--- config.mk ---
export PLATFORM = sky130hd
export DESIGN_NAME = csa_accumulator_flat
export DESIGN_NICKNAME = d
export VERILOG_FILES = /design/src/rtl/csa_accumulator_if.sv /design/src/rtl/csa_accumulator.sv /design/src/flat_wrapper.sv
export SDC_FILE = /design/constraint.sdc
export NUM_CORES = 1
export LEC_CHECK = 0
export ABC_AREA = 1
export BUFFER_PORTS_ARGS = -buffer_cell sky130_fd_sc_hd__buf_2
export CORE_AREA = 2 2 77 98
export CTS_CLUSTER_DIAMETER = 30
export DETAILED_ROUTE_END_ITERATION = 8
export DIE_AREA = 0 0 79 100
export PLACE_DENSITY = 0.76
export SLEW_MARGIN = 20
export SYNTH_ARGS = -nofsm -noshare
export SYNTH_HDL_FRONTEND = slang
export SYNTH_SLANG_ARGS = --single-unit
--- constraint.sdc ---
create_clock -name clk -period 2.7 [get_ports clk]
set_input_delay 0.27 -clock clk [delete_from_list [all_inputs] [get_ports clk]]
set_output_delay 0.27 -clock clk [all_outputs]
set_load 0.02 [all_outputs]
--- src/rtl/csa_accumulator_if.sv ---
// Operand/result handshake bundle for csa_accumulator.
//   in_valid/in_ready/in_data/in_last : operand stream into the accumulator
//   out_valid/out_ready/out_data/out_count : resolved group result
//   out_ovf : sticky overflow flag, only present when CSA_ACC_OVF_EN is defined
// master = producer/consumer side, slave = accumulator side.
interface csa_accumulator_if #(
   parameter int IN_WIDTH  = 16,
   parameter int ACC_WIDTH = 20,
   parameter int CNT_WIDTH = 8
);
   logic                 in_valid;
   logic                 in_ready;
   logic [IN_WIDTH-1:0]  in_data;
   logic                 in_last;
   logic                 out_valid;
   logic                 out_ready;
   logic [ACC_WIDTH-1:0] out_data;
   logic [CNT_WIDTH-1:0] out_count;
`ifdef CSA_ACC_OVF_EN
   logic                 out_ovf;

   modport master (
      output in_valid, in_data, in_last, out_ready,
      input  in_ready, out_valid, out_data, out_count, out_ovf
   );

   modport slave (
      input  in_valid, in_data, in_last, out_ready,
      output in_ready, out_valid, out_data, out_count, out_ovf
   );
`else
   modport master (
      output in_valid, in_data, in_last, out_ready,
      input  in_ready, out_valid, out_data, out_count
   );

   modport slave (
      input  in_valid, in_data, in_last, out_ready,
      output in_ready, out_valid, out_data, out_count
   );
`endif
endinterface

--- src/rtl/csa_accumulator.sv ---
// Multi-operand unsigned accumulator in carry-save form.
// Operands are folded into (sum, carry) with one full-adder row per cycle, so the
// accumulate path has no carry propagation. On the last operand of a group the
// pair is resolved CHUNK bits per cycle and held on a valid/ready output.
//
// Ports:
//   clk   : clock, rising edge
//   rst_n : asynchronous active-low reset
//   bus   : csa_accumulator_if.slave (operand input stream, result output,
//           operand count, optional overflow flag)
//
// Optional feature macro: CSA_ACC_OVF_EN adds the sticky exact overflow flag
// out_ovf; without it results silently wrap mod 2^ACC_WIDTH.
//
// state      | meaning
// -----------+-----------------------------------------------------------
// ST_ACC     | accepting operands, one carry-save row per transfer
// ST_RESOLVE | carry-propagate pass, one CHUNK per cycle, R cycles
// ST_HOLD    | result presented, waiting for out_ready
module csa_accumulator #(
   parameter int IN_WIDTH   = 16,
   parameter int GUARD_BITS = 4,
   parameter int CHUNK      = 8,
   parameter int CNT_WIDTH  = 8
) (
   input logic               clk,
   input logic               rst_n,
   csa_accumulator_if.slave  bus
);

   localparam int ACC_WIDTH = IN_WIDTH + GUARD_BITS;
   localparam int R         = (ACC_WIDTH + CHUNK - 1) / CHUNK;
   // Number of real bits in the top chunk; equals CHUNK when it divides evenly.
   localparam int TOP_BITS  = ACC_WIDTH - (R - 1) * CHUNK;
   localparam int K_WIDTH   = (R > 1) ? $clog2(R) : 1;
   localparam logic [K_WIDTH-1:0] K_LAST = K_WIDTH'(R - 1);

   typedef enum logic [1:0] {
      ST_ACC     = 2'd0,
      ST_RESOLVE = 2'd1,
      ST_HOLD    = 2'd2
   } state_t;

   state_t               state_q, state_d;
   logic [ACC_WIDTH-1:0] sum_q, sum_d;
   logic [ACC_WIDTH-1:0] carry_q, carry_d;
   logic [CNT_WIDTH-1:0] count_q, count_d;
   logic [K_WIDTH-1:0]   k_q, k_d;
   logic                 cin_q, cin_d;
   logic [ACC_WIDTH-1:0] data_q, data_d;

   logic [ACC_WIDTH-1:0] x_ext;
   logic [ACC_WIDTH-2:0] maj_lo;
   logic [CHUNK-1:0]     s_chunk;
   logic [CHUNK-1:0]     c_chunk;
   logic [CHUNK:0]       chunk_sum;
   logic                 chunk_cout;

`ifdef CSA_ACC_OVF_EN
   logic                 ovf_q, ovf_d;
   logic                 carry_msb;
`endif

   assign x_ext = ACC_WIDTH'(bus.in_data);

   // Full-adder row: only the low ACC_WIDTH-1 majority bits survive the shift;
   // the MSB majority is the carry leaving the accumulator.
   assign maj_lo = (sum_q[ACC_WIDTH-2:0] & carry_q[ACC_WIDTH-2:0])
                 | (sum_q[ACC_WIDTH-2:0] & x_ext[ACC_WIDTH-2:0])
                 | (carry_q[ACC_WIDTH-2:0] & x_ext[ACC_WIDTH-2:0]);

`ifdef CSA_ACC_OVF_EN
   assign carry_msb = (sum_q[ACC_WIDTH-1] & carry_q[ACC_WIDTH-1])
                    | (sum_q[ACC_WIDTH-1] & x_ext[ACC_WIDTH-1])
                    | (carry_q[ACC_WIDTH-1] & x_ext[ACC_WIDTH-1]);
`endif

   // Select chunk k of sum/carry; bits past ACC_WIDTH in a partial top chunk
   // read as zero, so the chunk carry lands on bit TOP_BITS of chunk_sum.
   always_comb begin
      s_chunk = '0;
      c_chunk = '0;
      for (int i = 0; i < ACC_WIDTH; i++) begin
         if ((i / CHUNK) == int'(k_q)) begin
            s_chunk[i % CHUNK] = sum_q[i];
            c_chunk[i % CHUNK] = carry_q[i];
         end
      end
      chunk_sum  = {1'b0, s_chunk} + {1'b0, c_chunk} + (CHUNK+1)'(cin_q);
      chunk_cout = (k_q == K_LAST) ? chunk_sum[TOP_BITS] : chunk_sum[CHUNK];
   end

   always_ff @(posedge clk or negedge rst_n) begin
      if (!rst_n) begin
         state_q <= ST_ACC;
      end else begin
         state_q <= state_d;
      end
   end

   always_comb begin
      state_d = state_q;
      sum_d   = sum_q;
      carry_d = carry_q;
      count_d = count_q;
      k_d     = k_q;
      cin_d   = cin_q;
      data_d  = data_q;
`ifdef CSA_ACC_OVF_EN
      ovf_d   = ovf_q;
`endif
      case (state_q)
         ST_ACC: begin
            if (bus.in_valid) begin
               sum_d   = sum_q ^ carry_q ^ x_ext;
               carry_d = {maj_lo, 1'b0};
               if (count_q != '1) begin
                  count_d = count_q + CNT_WIDTH'(1);
               end
`ifdef CSA_ACC_OVF_EN
               ovf_d = ovf_q | carry_msb;
`endif
               if (bus.in_last) begin
                  state_d = ST_RESOLVE;
                  k_d     = '0;
                  cin_d   = 1'b0;
               end
            end
         end
         ST_RESOLVE: begin
            for (int i = 0; i < ACC_WIDTH; i++) begin
               if ((i / CHUNK) == int'(k_q)) begin
                  data_d[i] = chunk_sum[i % CHUNK];
               end
            end
            cin_d = chunk_cout;
            if (k_q == K_LAST) begin
               k_d     = '0;
               state_d = ST_HOLD;
`ifdef CSA_ACC_OVF_EN
               ovf_d   = ovf_q | chunk_cout;
`endif
            end else begin
               k_d = k_q + K_WIDTH'(1);
            end
         end
         ST_HOLD: begin
            if (bus.out_ready) begin
               sum_d   = '0;
               carry_d = '0;
               count_d = '0;
`ifdef CSA_ACC_OVF_EN
               ovf_d   = 1'b0;
`endif
               state_d = ST_ACC;
            end
         end
         default: begin
            state_d = ST_ACC;
         end
      endcase
   end

   always_ff @(posedge clk or negedge rst_n) begin
      if (!rst_n) begin
         sum_q   <= '0;
         carry_q <= '0;
         count_q <= '0;
         k_q     <= '0;
         cin_q   <= 1'b0;
         data_q  <= '0;
`ifdef CSA_ACC_OVF_EN
         ovf_q   <= 1'b0;
`endif
      end else begin
         sum_q   <= sum_d;
         carry_q <= carry_d;
         count_q <= count_d;
         k_q     <= k_d;
         cin_q   <= cin_d;
         data_q  <= data_d;
`ifdef CSA_ACC_OVF_EN
         ovf_q   <= ovf_d;
`endif
      end
   end

   assign bus.in_ready  = (state_q == ST_ACC);
   assign bus.out_valid = (state_q == ST_HOLD);
   assign bus.out_data  = data_q;
   assign bus.out_count = count_q;
`ifdef CSA_ACC_OVF_EN
   assign bus.out_ovf   = ovf_q;
`endif

endmodule

--- src/flat_wrapper.sv ---
// flat-port wrapper written by rule: the top's interface ports become plain ports
module csa_accumulator_flat 
#(
   parameter int IN_WIDTH   = 16,
   parameter int GUARD_BITS = 4,
   parameter int CHUNK      = 8,
   parameter int CNT_WIDTH  = 8
)
  (clk, rst_n, bus_in_valid, bus_in_data, bus_in_last, bus_out_ready, bus_in_ready, bus_out_valid, bus_out_data, bus_out_count);
  csa_accumulator_if #(.IN_WIDTH(IN_WIDTH), .ACC_WIDTH(20), .CNT_WIDTH(CNT_WIDTH)) bus_i ();
  input logic clk;
  input logic rst_n;
  input wire logic [$bits(bus_i.in_valid)-1:0] bus_in_valid;
  input wire logic [$bits(bus_i.in_data)-1:0] bus_in_data;
  input wire logic [$bits(bus_i.in_last)-1:0] bus_in_last;
  input wire logic [$bits(bus_i.out_ready)-1:0] bus_out_ready;
  output wire logic [$bits(bus_i.in_ready)-1:0] bus_in_ready;
  output wire logic [$bits(bus_i.out_valid)-1:0] bus_out_valid;
  output wire logic [$bits(bus_i.out_data)-1:0] bus_out_data;
  output wire logic [$bits(bus_i.out_count)-1:0] bus_out_count;
  assign bus_i.in_valid = bus_in_valid;
  assign bus_i.in_data = bus_in_data;
  assign bus_i.in_last = bus_in_last;
  assign bus_i.out_ready = bus_out_ready;
  assign bus_in_ready = bus_i.in_ready;
  assign bus_out_valid = bus_i.out_valid;
  assign bus_out_data = bus_i.out_data;
  assign bus_out_count = bus_i.out_count;
  csa_accumulator #(.IN_WIDTH(IN_WIDTH), .GUARD_BITS(GUARD_BITS), .CHUNK(CHUNK), .CNT_WIDTH(CNT_WIDTH)) u_core (.clk(clk), .rst_n(rst_n), .bus(bus_i));
endmodule
# After elaboration in Yosys (flattened, before gate mapping)
# Cells that the tools add are included.
# W data, S select, Z words.
word_totals:
  ff_bits: 73
  mem_bits_ro: 0
  ram_bits: 0
  memories: 0
  out_inout_bits: 30
  inputBits: 21
  latchBits: 0
  elab_cells: 104
op_classes:
  order_cmp: 0
  n_bitwise: 7
  mul: 0
  mux: 62
  div_mod_pow: 0
  n_reduce_logical: 11
  addsub: 4
  n_shift: 0
  n_eq_ne: 11
op_table:
  columns: ["op", "n"]
  rows:
  - ["$pmux W20 S2", 2]
  - ["$mux W20", 3]
  - ["$mux W1", 43]
  - ["$and A19 B16 Y19", 2]
  - ["$or A19 B19 Y19", 2]
  - ["$mux W8", 3]
  - ["$xor A20 B16 Y20", 1]
  - ["$xor A20 B20 Y20", 1]
  - ["$and A19 B19 Y19", 1]
  - ["$pmux W8 S2", 1]
  - ["$mux W2", 7]
  - ["$add A8 B8 Y9", 1]
  - ["$add A9 B1 Y9", 1]
  - ["$add A8 B1 Y8 const B", 1]
  - ["$ne A8 B8 Y1 const B", 1]
  - ["$reduce_and A4 Y1", 2]
  - ["$ne A2 B2 Y1 const B", 3]
  - ["$pmux W2 S3", 1]
  - ["$reduce_and A2 Y1", 3]
  - ["$reduce_and A3 Y1", 2]
  - ["$eq A2 B2 Y1 const A", 2]
  - ["$eq A2 B2 Y1 const B", 2]
  - ["$logic_not A2 Y1", 2]
  - ["$ne A2 B1 Y1 const B", 2]
  - ["other kinds (5)", 6]

# Logic depth before layout (Yosys ltp)
depth:
  ltp_word: 8
  depth_mapped: 14

# Worst setup path after synthesis
# OpenSTA, ideal clock, no wires.
synth_timing:
  path_kind: "reg2reg"
  startpoint: "register u_core.k_q[1]"
  endpoint: "register u_core.data_q[12] (netlist: u_core.bus.out_data[12])"
  slack_ps: 598
  stages_incl_launch_ff: 12
  t_required_ps: 2584
  arrival_time_ps: 1986
  period_less_slack_ps: 2102
  n_path_buf: 0
  setup_time_ps: 116
  cell_sequence: "dfrtp_1 > nor2_4 > inv_2 > o221ai_1 > fa_1 > inv_1 > fa_1 > nand2_1 > nand3b_1 > and2_1 > nand2_1 > nand2_1"
synth_via:
  elab_chain_cells: 6
  word_cells_on_any_way: 34
  cone_classes: "add/sub (2); eq/ne (2); mux (28); reduce/logical (2)"
synth_rtl:
  columns: ["item", "line", "text"]
  rows:
  - ["start, declared", "csa_accumulator.sv:48", "logic [K_WIDTH-1:0] k_q, k_d;"]
  - ["start signal, assigned", "csa_accumulator.sv:179", "k_q <= k_d;"]
  - ["$logic_not A2 Y1", "csa_accumulator.sv:84", "if ((i / CHUNK) == int'(k_q)) begin"]
  - ["$mux W1 (3 in a row)", "csa_accumulator.sv:84", null]
  - ["$add A8 B8 Y9", "csa_accumulator.sv:89", "chunk_sum = {1'b0, s_chunk} + {1'b0, c_chunk} + (CHUNK+1)'(cin_q);"]
  - ["$add A9 B1 Y9", "csa_accumulator.sv:89", null]
  - ["end signal, assigned", "csa_accumulator.sv:181", "data_q <= data_d;"]
  - ["end, declared", "csa_accumulator.sv:50", "logic [ACC_WIDTH-1:0] data_q, data_d;"]
# Parallel ways exist; a longest one is shown, timed or not.
# A chain may end at the register's enable or synchronous reset.

# Final worst setup path
layout_timing:
  startpoint: "register u_core.k_q[0]"
  endpoint: "register u_core.data_q[4] (netlist: u_core.bus.out_data[4])"
layout_via:
  elab_chain_cells: 6
  word_cells_on_any_way: 34
  cone_classes: "add/sub (2); eq/ne (2); mux (28); reduce/logical (2)"
layout_rtl:
  columns: ["item", "line"]
  rows:
  - ["$logic_not A2 Y1", "csa_accumulator.sv:84, csa_accumulator.sv:132"]
  - ["$mux W1 (3 in a row)", "csa_accumulator.sv:84"]
  - ["$add A8 B8 Y9", "csa_accumulator.sv:89"]
  - ["$add A9 B1 Y9", "csa_accumulator.sv:89"]
# Parallel ways exist; a longest one is shown, timed or not.

==> results.md <==
* Status: finished, final reports clean
* Syn Nets at 502
* Yosys warns at 0
* Max Cap Viol at 0
* # rows at 35
* Worst-skew pair later-pin latency at 0.35 ns
* Setup TNS at 0 ns
* RSZ-0062 raised after global routing: false
* Initial antenna violation count at 0
* Final setup viols at 0
* Setup Crit Path Kind: reg2reg
* Vias in the first global route at 3,090
* #FFs+latches synth at 72
* Post-DP HPWL at 6.14 mm
* Routed Antenna Nets at 0
* DIE AREA at 7900 um^2
* Clock Tree Buf Depth at 2
* TritonCTS buffer count at 9
* Global router's overall resource usage at 23.3%
* PnR Total Power at 5.91 mW
* Peak Freq at 0.427 GHz
* Setup bufs post-CTS at 0
* Starting Density at 55.8%
* HP Class: in2reg
* Vias/cell at 5.37
* Clock sink total at 72
* Fin. Hold Viols at 0
* PostCTS Resize Cnt at 0
* Worst Path Required at 2.94 ns
* CTS HTree Levels at 3
* Worst slew margin at 62.6%
* DP Area at 4280 um^2
* CP Max Fanout at 9
* Synth Instances at 452
* Grt ovf at 0
* Synth Area per Inst at 8.76 um^2
* Final Cell Area at 4490 um^2
* VDD IR max at 644 uV
* GP Congestion at 0.839
* Vias at 3,213
* CTS tree: done
* Die H at 100 um
* Crit path DAT at 2.58 ns
* Post-Route WL at 8.48 mm
* DRC Markers at 0
* Sequential area share after synthesis at 45.5%
* Final hold slack at 0.141 ns
* Share of cells above drive strength 1 at 18.2%
* Final Skew at 0.0114 ns
* Avg WL per Cell at 14.2 um
* Number of diodes at 0
* Period utilization at 86.8%
* Worst Setup Start Kind: register
* CP Capture Type: register
* Clock slew at the register clock pins of the worst setup and hold paths at 0.08 ns
* Die Span X at 79 um
* First-pass GRT wire length at 14.3 mm
* Synth cell types at 32
* Final Critical Period at 2.34 ns
* Core footprint at 7090 um^2
* DR iter-0 viols at 180
* Buffers on Ports at 50
* Ports at 51
* Mapped Area at 3960 um^2
* Final nets at 552
* Clock Tree Root: clkbuf_8
* Worst-margin pin slew at 0.559 ns
* P&R area growth vs syn at 13.4%
* Largest net degree at the start of global routing at 61
* P_leak at 2.30 nW
* Number of max-slew violations in the final report at 0
* Pwr dens at 1320 nW/um^2
* Router iterations before antenna repair at 4
-- report_power, final --
group          internal [mW]  total (mW)  leakage (nW)  switching [mW]
clock                  0.494       0.885         0.108           0.390
sequential              1.54        1.89         0.925           0.346
combinational           1.11        3.13          1.27            2.03
-- path summary, 6_finish.rpt --
check	startpoint	endpoint	slack (ns)	depth (start not counted)
worst max-delay path	u_core.k_q[0]	u_core.bus.out_data[4]	0.36	13
worst min-delay path	bus_out_ready	u_core.state_q[1]	0.14	2
worst max register to register	u_core.k_q[0]	u_core.bus.out_data[4]	0.36	13
worst min register to register	u_core.bus.out_data[2]	u_core.bus.out_data[2]	0.47	2
max in group asynchronous	rst_n	u_core.sum_q[8]	1.74	3
min in group asynchronous	rst_n	u_core.bus.out_count[5]	0.33	2
-- cells in the final DEF, fill, tap and decap left out --
cell / netlist / final
clkbuf_8: 0 / 12
or2_2: 1 / 1
clkinv_2: 0 / 2
and2_1: 1 / 1
inv_2: 8 / 8
o21a_1: 1 / 1
nor2_1: 8 / 8
nor2_4: 4 / 4
a31o_2: 1 / 1
ha_1: 12 / 12
xor2_1: 1 / 1
buf_4: 0 / 2
buf_2: 4 / 50
dfrtp_1: 72 / 72
nand3_1: 61 / 61
a221oi_1: 6 / 6
nand2_2: 3 / 3
dlygate4sd3_1: 0 / 1
xnor2_1: 1 / 1
nand2_1: 98 / 98
fa_1: 17 / 17
nor2_2: 2 / 2
o21bai_1: 2 / 2
o21ai_0: 42 / 42
o221ai_1: 1 / 1
o21ai_2: 5 / 5
nand3b_1: 1 / 1
bufinv_16: 0 / 1
nand4_1: 3 / 3
nor3b_1: 1 / 1
o22ai_1: 9 / 9
nor3_1: 1 / 1
a21oi_1: 10 / 10
inv_1: 58 / 58
o21ai_1: 7 / 7
buf_12: 0 / 1
-- cell usage after synthesis (all sizes together) --
cell / count / area, um^2
a21oi: 10 / 50.1
a221oi: 6 / 52.6
a31o: 1 / 8.76
and2: 1 / 6.26
buf: 7 / 53.8
clkbuf: 8 / 30.0
dfrtp: 72 / 1800
fa: 17 / 340
ha: 12 / 150
inv: 66 / 248
nand2: 101 / 387
nand3: 61 / 305
nand3b: 1 / 7.51
nand4: 3 / 18.8
nor2: 14 / 87.6
nor3: 1 / 5.00
nor3b: 1 / 7.51
o21a: 1 / 7.51
o21ai: 54 / 289
o21bai: 2 / 15.0
o221ai: 1 / 8.76
o22ai: 9 / 56.3
or2: 1 / 6.26
xnor2: 1 / 8.76
xor2: 1 / 8.76
-- worst max-delay path, stage by stage, from the launching register on --
cell	delay, ns
dfrtp_1	0.42
inv_2	0.15
nand2_1	0.14
o22ai_1	0.20
inv_1	0.08
fa_1	0.42
inv_1	0.09
fa_1	0.23
nand2_1	0.10
nand2_1	0.08
nand2_1	0.06
and2_1	0.15
nand2_1	0.06
nand2_1	0.05
-- area by class of cell --
type | count | area [um^2]
Fill cell | 638 | 2600
Clock buffer | 12 | 165
Tap cell | 92 | 115
Clock inverter | 3 | 40.0
Sequential cell | 72 | 1800
Timing Repair Buffer | 54 | 295
Inverter | 66 | 248
Multi-Input combinational cell | 299 | 1830
-- per-stage QoR --
| step | util (%) | setup slack [ns] | instances |
|---|---|---|---|
| after floorplan | - | 0.598 | 452 |
| after global placement | 60.3 | 0.494 | 582 |
| after detailed placement | 60.3 | 0.367 | 582 |
| after CTS | 63.3 | 0.357 | 598 |
| after global routing | 63.3 | 0.0562 | 598 |
| final | 63.3 | 0.357 | 598 |
-- state kept, by name (all words and copies together), names as in the netlist --
name and cells:
u_core.bus.out_data 20, u_core.sum_q 20, u_core.carry_q 19, u_core.bus.out_count 8
u_core.k_q 2, u_core.state_q 2, u_core.cin_q 1
-- logic make-up after synthesis --
logic type      count (synthesis)  synth area share, %
simple gates                  184                 21.0
compound gates                 84                 12.3
buf+inv                        81                 8.37
flops                          72                 45.5
fa+ha+maj                      29                 12.4
xor+xnor                        2                0.442
-- metal layers --
layer / vias up / global-route usage [%] / wire (um)
li1: 1577 / - / -
met1: 1543 / 31.9 / 3790
met2: 77 / 36.9 / 4180
met3: 16 / 3.15 / 301
met4: 0 / 11.4 / 202
met5: - / 0 / 0
-- timing repair --
item,in CTS,in global routing
endpoints found under the setup margin,0,0
hold endpoints to repair,12,0
hold buffers,1,0
Note: power is estimated with default switching activity, not from simulation.
